**src/rtl/uart_xcvr_param.sv**
```systemverilog
// uart_xcvr_param: parametrised UART transceiver with TX/RX FIFOs; even parity when UART_PARITY_EN is defined
module uart_xcvr_param #(
  parameter int DATA_BITS    = 8,
  parameter int CLKS_PER_BIT = 868,
  parameter int FIFO_DEPTH   = 8
) (
  input  logic                 clk,
  input  logic                 rst,
  input  logic                 uart_rx,
  output logic                 uart_tx,
  input  logic                 tx_wr,
  input  logic [DATA_BITS-1:0] tx_data,
  output logic                 tx_full,
  output logic                 tx_busy,
  input  logic                 rx_rd,
  output logic [DATA_BITS-1:0] rx_data,
  output logic                 rx_empty,
  output logic                 rx_frame_err,
  output logic                 rx_overrun
);
  localparam int AW = $clog2(FIFO_DEPTH);
  localparam int CW = $clog2(CLKS_PER_BIT);
  localparam int IW = $clog2(DATA_BITS);
  localparam logic [CW-1:0] LAST = CW'(CLKS_PER_BIT - 1);
  localparam logic [CW-1:0] HALF = CW'(CLKS_PER_BIT / 2 - 1);
  localparam logic [IW-1:0] TOP  = IW'(DATA_BITS - 1);
  typedef enum logic [2:0] {IDLE, START, DATA, PARITY, STOP} state_t;
`ifdef UART_PARITY_EN
  localparam state_t AFTER_DATA = PARITY;
`else
  localparam state_t AFTER_DATA = STOP;
`endif
  function automatic logic full_f(input logic [AW:0] w, input logic [AW:0] r);
    return (w ^ r) == {1'b1, {AW{1'b0}}};
  endfunction
  logic [DATA_BITS-1:0] tx_mem [FIFO_DEPTH];
  logic [AW:0]          tx_wp, tx_rp, tx_wp_n, tx_rp_n;
  logic                 tx_ne, tx_pop, tx_push, tx_tick;
  logic [DATA_BITS-1:0] tx_head, tx_sh;
  state_t               tx_st;
  logic [CW-1:0]        tx_cnt;
  logic [IW-1:0]        tx_idx;
`ifdef UART_PARITY_EN
  logic                 tx_par;
`endif
  assign tx_ne   = tx_wp != tx_rp;
  assign tx_tick = tx_cnt == LAST;
  assign tx_head = tx_mem[tx_rp[AW-1:0]];
  assign tx_pop  = tx_ne && (tx_st == IDLE || (tx_st == STOP && tx_tick));
  assign tx_push = tx_wr && (!tx_full || tx_pop);
  assign tx_wp_n = tx_wp + {{AW{1'b0}}, tx_push};
  assign tx_rp_n = tx_rp + {{AW{1'b0}}, tx_pop};
  assign tx_busy = tx_st != IDLE || tx_ne;
  // TX FIFO pointers and registered full flag
  always_ff @(posedge clk or posedge rst)
    if (rst) begin
      tx_wp   <= '0;
      tx_rp   <= '0;
      tx_full <= 1'b0;
    end else begin
      tx_wp   <= tx_wp_n;
      tx_rp   <= tx_rp_n;
      tx_full <= full_f(tx_wp_n, tx_rp_n);
    end
  // TX FIFO storage
  always_ff @(posedge clk)
    if (tx_push) tx_mem[tx_wp[AW-1:0]] <= tx_data;
  // TX framing FSM; a pending word at the end of STOP starts the next frame with no gap
  always_ff @(posedge clk or posedge rst)
    if (rst) begin
      tx_st   <= IDLE;
      tx_cnt  <= '0;
      tx_idx  <= '0;
      tx_sh   <= '0;
      uart_tx <= 1'b1;
`ifdef UART_PARITY_EN
      tx_par  <= 1'b0;
`endif
    end else begin
      tx_cnt <= (tx_st == IDLE || tx_tick) ? '0 : tx_cnt + 1'b1;
      if (tx_pop) begin
        tx_st   <= START;
        tx_sh   <= tx_head;
        uart_tx <= 1'b0;
`ifdef UART_PARITY_EN
        tx_par  <= ^tx_head;
`endif
      end else if (tx_tick)
        case (tx_st)
          START: begin
            tx_st   <= DATA;
            tx_idx  <= '0;
            uart_tx <= tx_sh[0];
          end
          DATA:
            if (tx_idx == TOP) begin
              tx_st <= AFTER_DATA;
`ifdef UART_PARITY_EN
              uart_tx <= tx_par;
`else
              uart_tx <= 1'b1;
`endif
            end else begin
              tx_idx  <= tx_idx + 1'b1;
              tx_sh   <= tx_sh >> 1;
              uart_tx <= tx_sh[1];
            end
          PARITY: begin
            tx_st   <= STOP;
            uart_tx <= 1'b1;
          end
          STOP: begin
            tx_st   <= IDLE;
            uart_tx <= 1'b1;
          end
          default: tx_st <= IDLE;
        endcase
    end
  logic                 rx_s1, rx_s2, rx_s3;
  state_t               rx_st;
  logic [CW-1:0]        rx_cnt;
  logic [IW-1:0]        rx_idx;
  logic [DATA_BITS-1:0] rx_sh;
  logic                 rx_samp, rx_push, rx_perr, rx_full, rx_pop, rx_wr;
  logic [DATA_BITS-1:0] rx_mem [FIFO_DEPTH];
  logic [AW:0]          rx_wp, rx_rp, rx_wp_n, rx_rp_n;
  assign rx_samp = (rx_st == START) ? rx_cnt == HALF : rx_cnt == LAST;
  assign rx_push = rx_st == STOP && rx_samp && rx_s2 && !rx_perr;
`ifndef UART_PARITY_EN
  assign rx_perr = 1'b0;
`endif
  // Two-flop synchroniser plus one delayed copy for falling-edge detection
  always_ff @(posedge clk or posedge rst)
    if (rst) {rx_s3, rx_s2, rx_s1} <= 3'b111;
    else {rx_s3, rx_s2, rx_s1} <= {rx_s2, rx_s1, uart_rx};
  // RX FSM; returns to IDLE at the stop sample so a close following start bit is caught
  always_ff @(posedge clk or posedge rst)
    if (rst) begin
      rx_st        <= IDLE;
      rx_cnt       <= '0;
      rx_idx       <= '0;
      rx_sh        <= '0;
      rx_frame_err <= 1'b0;
`ifdef UART_PARITY_EN
      rx_perr      <= 1'b0;
`endif
    end else begin
      rx_frame_err <= 1'b0;
      rx_cnt <= (rx_st == IDLE || rx_samp) ? '0 : rx_cnt + 1'b1;
      case (rx_st)
        IDLE:
          if (rx_s3 && !rx_s2) rx_st <= START;
        START:
          if (rx_samp) begin
            rx_st  <= rx_s2 ? IDLE : DATA;
            rx_idx <= '0;
          end
        DATA:
          if (rx_samp) begin
            rx_sh  <= {rx_s2, rx_sh[DATA_BITS-1:1]};
            rx_idx <= rx_idx + 1'b1;
            if (rx_idx == TOP) rx_st <= AFTER_DATA;
          end
        PARITY:
          if (rx_samp) begin
            rx_st <= STOP;
`ifdef UART_PARITY_EN
            rx_perr <= rx_s2 ^ (^rx_sh);
`endif
          end
        STOP:
          if (rx_samp) begin
            rx_st        <= IDLE;
            rx_frame_err <= !rx_s2 || rx_perr;
          end
        default: rx_st <= IDLE;
      endcase
    end
  assign rx_pop  = rx_rd && !rx_empty;
  assign rx_full = full_f(rx_wp, rx_rp);
  assign rx_wr   = rx_push && (!rx_full || rx_pop);
  assign rx_wp_n = rx_wp + {{AW{1'b0}}, rx_wr};
  assign rx_rp_n = rx_rp + {{AW{1'b0}}, rx_pop};
  assign rx_data = rx_mem[rx_rp[AW-1:0]];
  // RX FIFO; storage is cleared so the show-ahead head reads zero after reset
  always_ff @(posedge clk or posedge rst)
    if (rst) begin
      rx_wp      <= '0;
      rx_rp      <= '0;
      rx_empty   <= 1'b1;
      rx_overrun <= 1'b0;
      for (int i = 0; i < FIFO_DEPTH; i++) rx_mem[i] <= '0;
    end else begin
      rx_wp    <= rx_wp_n;
      rx_rp    <= rx_rp_n;
      rx_empty <= rx_wp_n == rx_rp_n;
      if (rx_push && !rx_wr) rx_overrun <= 1'b1;
      if (rx_wr) rx_mem[rx_wp[AW-1:0]] <= rx_sh;
    end
endmodule

```
**config.mk**
```make
export PLATFORM = sky130hd
export DESIGN_NAME = uart_xcvr_param
export DESIGN_NICKNAME = d
export VERILOG_FILES = /design/src/rtl/uart_xcvr_param.sv
export SDC_FILE = /design/constraint.sdc
export NUM_CORES = 1
export LEC_CHECK = 0
export BUFFER_PORTS_ARGS = -buffer_cell sky130_fd_sc_hd__buf_2
export CORE_MARGIN = 3
export CORE_UTILIZATION = 56
export DETAILED_ROUTE_END_ITERATION = 10
export GPL_TIMING_DRIVEN = 0
export PLACE_DENSITY = 0.79
export SETUP_SLACK_MARGIN = 0.5
export SLEW_MARGIN = 30
export SYNTH_ARGS = -nofsm -noshare
export SYNTH_HDL_FRONTEND = slang
export SYNTH_SLANG_ARGS = --single-unit
```
**constraint.sdc**
```tcl
create_clock -name clk -period 4.1 [get_ports clk]
set_input_delay 0.41 -clock clk [delete_from_list [all_inputs] [get_ports clk]]
set_output_delay 0.41 -clock clk [all_outputs]
set_load 0.01 [all_outputs]
```
# ---- Yosys cells after proc, flatten, opt, wreduce, memory -nomap -nowiden
# Memory sizes are Yosys's and may differ from the RTL's.
# Index checks and enable logic that the tools add are counted.
dict set report word_totals {
  ff_bits 136
  ram_bits 64
  wordCells 145
  memories 1
}
dict set report classes {
  n_addsub 8
  n_lt_le_gt_ge 3
  n_eq_ne 26
  n_mux 37
  bitwise 5
  n_reduce_logical 37
}
# name words width rd rd_ports_with_merged_regs wr line_no
set memory_table {}
lappend memory_table {tx_mem 8 8 1 0 1 36} ;# logic [DATA_BITS-1:0] tx_mem [FIFO_DEPTH];
# cell count
set ops {}
lappend ops {{$bwmux 64} 1}
lappend ops {{$mux 8} 7}
lappend ops {{$mux 3} 11}
lappend ops {{$bmux 8 s3} 1}
lappend ops {{$demux 8 s3} 1}
lappend ops {{$add 10x1->10 const B} 2}
lappend ops {{$eq 10x10->1 const B} 2}
lappend ops {{$mux 10} 2}
lappend ops {{$add 4x1->4} 4}
lappend ops {{$pmux 3 s5} 1}
lappend ops {{$ne 2x2->1 const B} 7}
lappend ops {{$eq 3x2->1 const B} 4}
lappend ops {{$eq 3x3->1 const B} 4}
lappend ops {{$pmux 3 s2} 2}
lappend ops {{$eq 10x9->1 const B} 1}
lappend ops {{$logic_and 1x1->1} 10}
lappend ops {{$pmux 3 s3} 1}
lappend ops {{$eq 4x4->1 const B} 2}
lappend ops {{$ge 4x4->1 const B} 2}
lappend ops {{$mux 1} 8}
lappend ops {{$not 3->4} 2}
lappend ops {{$reduce_bool 2->1} 4}
lappend ops {{$xor 4x4->4} 2}
lappend ops {{$add 3x1->3 const B} 2}
lappend ops {{19 further kinds} 33}

# ---- Depth between registers and ports, before layout
dict set report logic_depth {
  word_depth 9
  depth_mapped 11
  depth_no_buf 10
}

# ---- Worst setup path before layout
# No wires, ideal clock.
dict set report synth_path {
  kind {register to register}
  start {register tx_cnt[0]}
  end {memory tx_mem[1][0], enable pin}
  setup_ps 383
  t_arrival_ps 2554
  required_time_ps 3717
  setup_slack_ps 1163
  stages_incl_launch_ff 7
  n_path_buf 0
  path_cell_list {dfrtp_1 > ha_1 > or3b_1 > or4_4 > a211o_2 > a21o_1 > nor3_1}
}
dict set report synth_via {
  elab_chain_len 8
}
# element line_no
set synth_rtl {}
lappend synth_rtl {{start: declaration} 41} ;# logic [CW-1:0] tx_cnt;
lappend synth_rtl {{start signal: assignment} 80} ;# tx_cnt <= (tx_st == IDLE || tx_tick) ? '0 : tx_cnt + 1'b1;
lappend synth_rtl {{$eq 10x10->1} 47} ;# assign tx_tick = tx_cnt == LAST;
lappend synth_rtl {{$logic_and 1x1->1} 49} ;# assign tx_pop = tx_ne && (tx_st == IDLE || (tx_st == STOP && tx_tick));
lappend synth_rtl {{$logic_or 1x1->1} 49}
lappend synth_rtl {{$logic_and 1x1->1} 49}
lappend synth_rtl {{$logic_or 1x1->1} 50} ;# assign tx_push = tx_wr && (!tx_full || tx_pop);
lappend synth_rtl {{$logic_and 1x1->1} 50}
lappend synth_rtl {{$mux 1} 67} ;# if (tx_push) tx_mem[tx_wp[AW-1:0]] <= tx_data;
lappend synth_rtl {{$mux 1 (implied by the code)} 67}
lappend synth_rtl {{end: declaration} 36}
# Every way passes these cells.

# ---- Worst setup path in the final report
dict set report layout_path {
  start {register tx_cnt[0]}
  end {register tx_full}
}
dict set report layout_via {
  elab_chain_len 9
  elab_cells_between_ends 10
}
# element line_no
set layout_rtl {}
lappend layout_rtl {{$eq 10x10->1} 47}
lappend layout_rtl {{$logic_and 1x1->1} 49}
lappend layout_rtl {{$logic_or 1x1->1} 49}
lappend layout_rtl {{$logic_and 1x1->1} 49}
lappend layout_rtl {{$logic_or 1x1->1} 50}
lappend layout_rtl {{$logic_and 1x1->1} 50}
lappend layout_rtl {{$add 4x1->4} 51} ;# assign tx_wp_n = tx_wp + {{AW{1'b0}}, tx_push};
lappend layout_rtl {{named net tx_wp_n[3]} 37} ;# logic [AW:0] tx_wp, tx_rp, tx_wp_n, tx_rp_n;
lappend layout_rtl {{$xor 4x4->4} 34} ;# return (w ^ r) == {1'b1, {AW{1'b0}}};
lappend layout_rtl {{$eq 4x4->1} 34}
lappend layout_rtl {{end signal: assignment} 63} ;# tx_full <= full_f(tx_wp_n, tx_rp_n);
lappend layout_rtl {{end: declaration} 13} ;# output logic tx_full,
# The timed path passes the listed nets, and every way through them passes these cells.
# A chain may end at the register's enable or synchronous reset.

==> out/results.tsv <==
metric	value	unit
DP Wirelength	11.1	mm
Antenna diodes	0	
WL/cell	18.9	um
VDD IR-drop max	0.390	mV
global-route wire length before repair	28.1	mm
crit end category	register	
Slew @ Worst Pin	0.908	ns
most frequent cells in the layout	dfrtp_1 (131), mux2_2 (72), edfxtp_1 (64), nor2_1 (40), buf_2 (34)	
chip height	133	um
Final Max Slew Viols	0	
YS warnings	0	
count of flip-flops with a built-in enable after synthesis	64	
via count	5119	
filler instances	1067	
RSZ-0062 raised after global routing	false	
worst endpoint required time	4.47	ns
crit-path most repeated cell	ha_1	
initial antenna violation count	0	
Worst-Skew Late Latency	0.43	ns
Hold Path Class	in2async	
global-route usage over all layers	20.2	%
Synth async-reset ratio	68.0	%
Core Footprint	15500	um^2
Area Overhead vs Synth	12.6	%
DRC	0	
worst r2r src	tx_cnt[0]	
most common cell after layout, fill and taps aside	dfrtp_1	
Die X	133	um
final hold violations	0	
crit path from	tx_cnt[0]	
total CTS buffers	17	
kind of critical path	reg2reg	
post-placement cell count	850	
total power draw	5.55	mW
Setup TNS Final	0	ns
leak pwr	4.32	nW
Post-Syn Area per Cell	14.8	um^2
Initial Util	58.1	%
ratio of cells with drive above 1 in the final layout	31.6	%
hold buffer count at cts	0	
post-synthesis cell type count	65	
clock sinks	200	
fin crit share	77.0	%
Setup Skew	0.0103	ns
final net count	685	
# resized after CTS	0	
Detail Route Antenna Nets	0	
Worst-path clk slew	0.07	ns
Cells after Synth	609	
largest net degree at the start of global routing	33	
first-pass detailed-route iteration total	4	
Rel. slew slack	39.2	%
Cell Pwr Density	548	nW/um^2
clk root buf	clkbuf_16	
max-cap violation count	0	
Tmin final	3.16	ns
Initial DRC Count	300	
R2R cell count	11	
startpoint types	register	
full die area	17600	um^2
CP max stage cell	or4_4	
Top Ports	27	
Finished Layout Cells	882	
Post-Syn Nets	636	
worst-path fanout max	10	
Post-synth top flop	dfrtp_1	
Setup Fix Bufs, Post-CTS	0	
Remaining Overflow, GRT	0	
synthesized cell area	9000	um^2
Synth Register Bits	200	
CTS H-tree depth	4	
number of global-route vias before repair	5465	
CTS tree	built	
routability congestion estimate	0.822	
detailed-route wire length	16.7	mm
Max Freq	317	MHz
CP max stage delay	0.46	ns
Seq/Total Area, Yosys	59.2	%
worst path arrival time	3.53	ns
final count of negative-setup-slack endpoints	0	
via/cell ratio	5.80	
# port buffers	26	
Rows	45	
clock buffer depth	2	
status	complete, no violations	
Cell Chain, Critical Path	ha_1, or3b_1, or4_4, a211o_2, buf_2, a21boi_1, ha_1, nand3_1, xnor2_1, xor2_1, and4_1	
cell families (layout without fill, tap and decap cells):
group	after synthesis	in the layout	synth area share [%]
compound gates	50	50	3.98
xor+xnor	38	38	3.70
fa+ha+maj	14	14	1.95
buf+inv	38	100	1.82
flops	200	200	59.2
mux	121	121	19.0
simple gates	148	148	10.3
critical path: cells and delay by family (launching register included):
family	cells	cell delay (ns)
adders and majority gates	2	0.41
xor gates and xnor gates	2	0.40
DFF	1	0.39
AOI/OAI and AO/OA	2	0.59
buffers and inverters	1	0.21
and+or+nand+nor	4	1.12
cell usage after synthesis, drive strengths merged, types with 10 or more instances:
library cell / instances / share of area (%)
clkbuf: 11 / 0.46
ha: 14 / 1.9
a21oi: 10 / 0.56
nand3: 16 / 0.89
buf: 18 / 0.99
mux2: 80 / 10
dfrtp: 131 / 36
o21ai: 13 / 0.72
nor2: 42 / 1.8
edfxtp: 64 / 21
mux4: 32 / 8.0
nor3: 11 / 0.79
nand2: 26 / 1.1
xnor2: 20 / 1.9
xor2: 18 / 1.8
registers in the layout, summed over array words and instances, names as in the netlist:
| name | cells |
|---|---|
| rx_frame_err | 1 |
| tx_sh | 8 |
| rx_rp | 4 |
| tx_full | 1 |
| uart_tx | 1 |
| rx_sh | 8 |
| tx_mem | 64 |
| rx_mem | 64 |
| rx_s1 | 1 |
| tx_cnt | 10 |
| tx_st | 3 |
| rx_s3 | 1 |
| tx_idx | 3 |
| rx_overrun | 1 |
| tx_wp | 4 |
| tx_rp | 4 |
| rx_cnt | 10 |
| rx_empty | 1 |
| rx_st | 3 |
| rx_idx | 3 |
| rx_wp | 4 |
| rx_s2 | 1 |
where the power goes:
| group | switching (mW) | internal (mW) |
|---|---|---|
| Clock | 0.724 | 1.03 |
| Sequential | 0.171 | 2.33 |
| Combinational | 0.718 | 0.586 |
stage by stage:
stage	hold slack [ns]	instance area (um^2)	setup WS [ns]	utilization, %
after floorplan	0.345	9000	1.16	-
after CTS	0.0664	10100	0.925	65.5
after detailed placement	0.354	9510	0.948	61.4
after global placement	0.350	9400	0.548	60.7
final	0.0580	10100	0.943	65.5
after global routing	0.0671	10100	0.716	65.5
area by class of cell:
class,count,area (um^2),area share (%)
Sequential cell,200,5330,52.6
Timing Repair Buffer,30,218,2.15
Multi-Input combinational cell,371,3530,34.8
Buffer,29,130,1.28
Tap cell,211,264,2.60
Inverter,9,37.5,0.370
Clock inverter,11,141,1.40
Clock buffer,21,482,4.75
layer usage:
metal | track usage (%) | up-vias | wire length, um | part of all wire, %
met5 | 0 | - | 0 | 0
li1 | - | 2365 | - | -
met2 | 33.7 | 83 | 8540 | 51
met4 | 6.06 | 0 | 284 | 1.7
met1 | 26.8 | 2648 | 7380 | 44
met3 | 4.45 | 23 | 462 | 2.8
path summary, 6_finish.rpt:
check                       endpoint  slack, ns
setup / recovery             tx_full       0.94
hold / removal             rx_idx[2]       0.06
setup reg to reg             tx_full       0.94
hold reg to reg                rx_s2       0.36
max in group asynchronous   rx_sh[6]       3.09
min in group clk               rx_s1       0.08
Note: power is estimated with default switching activity, not from simulation.
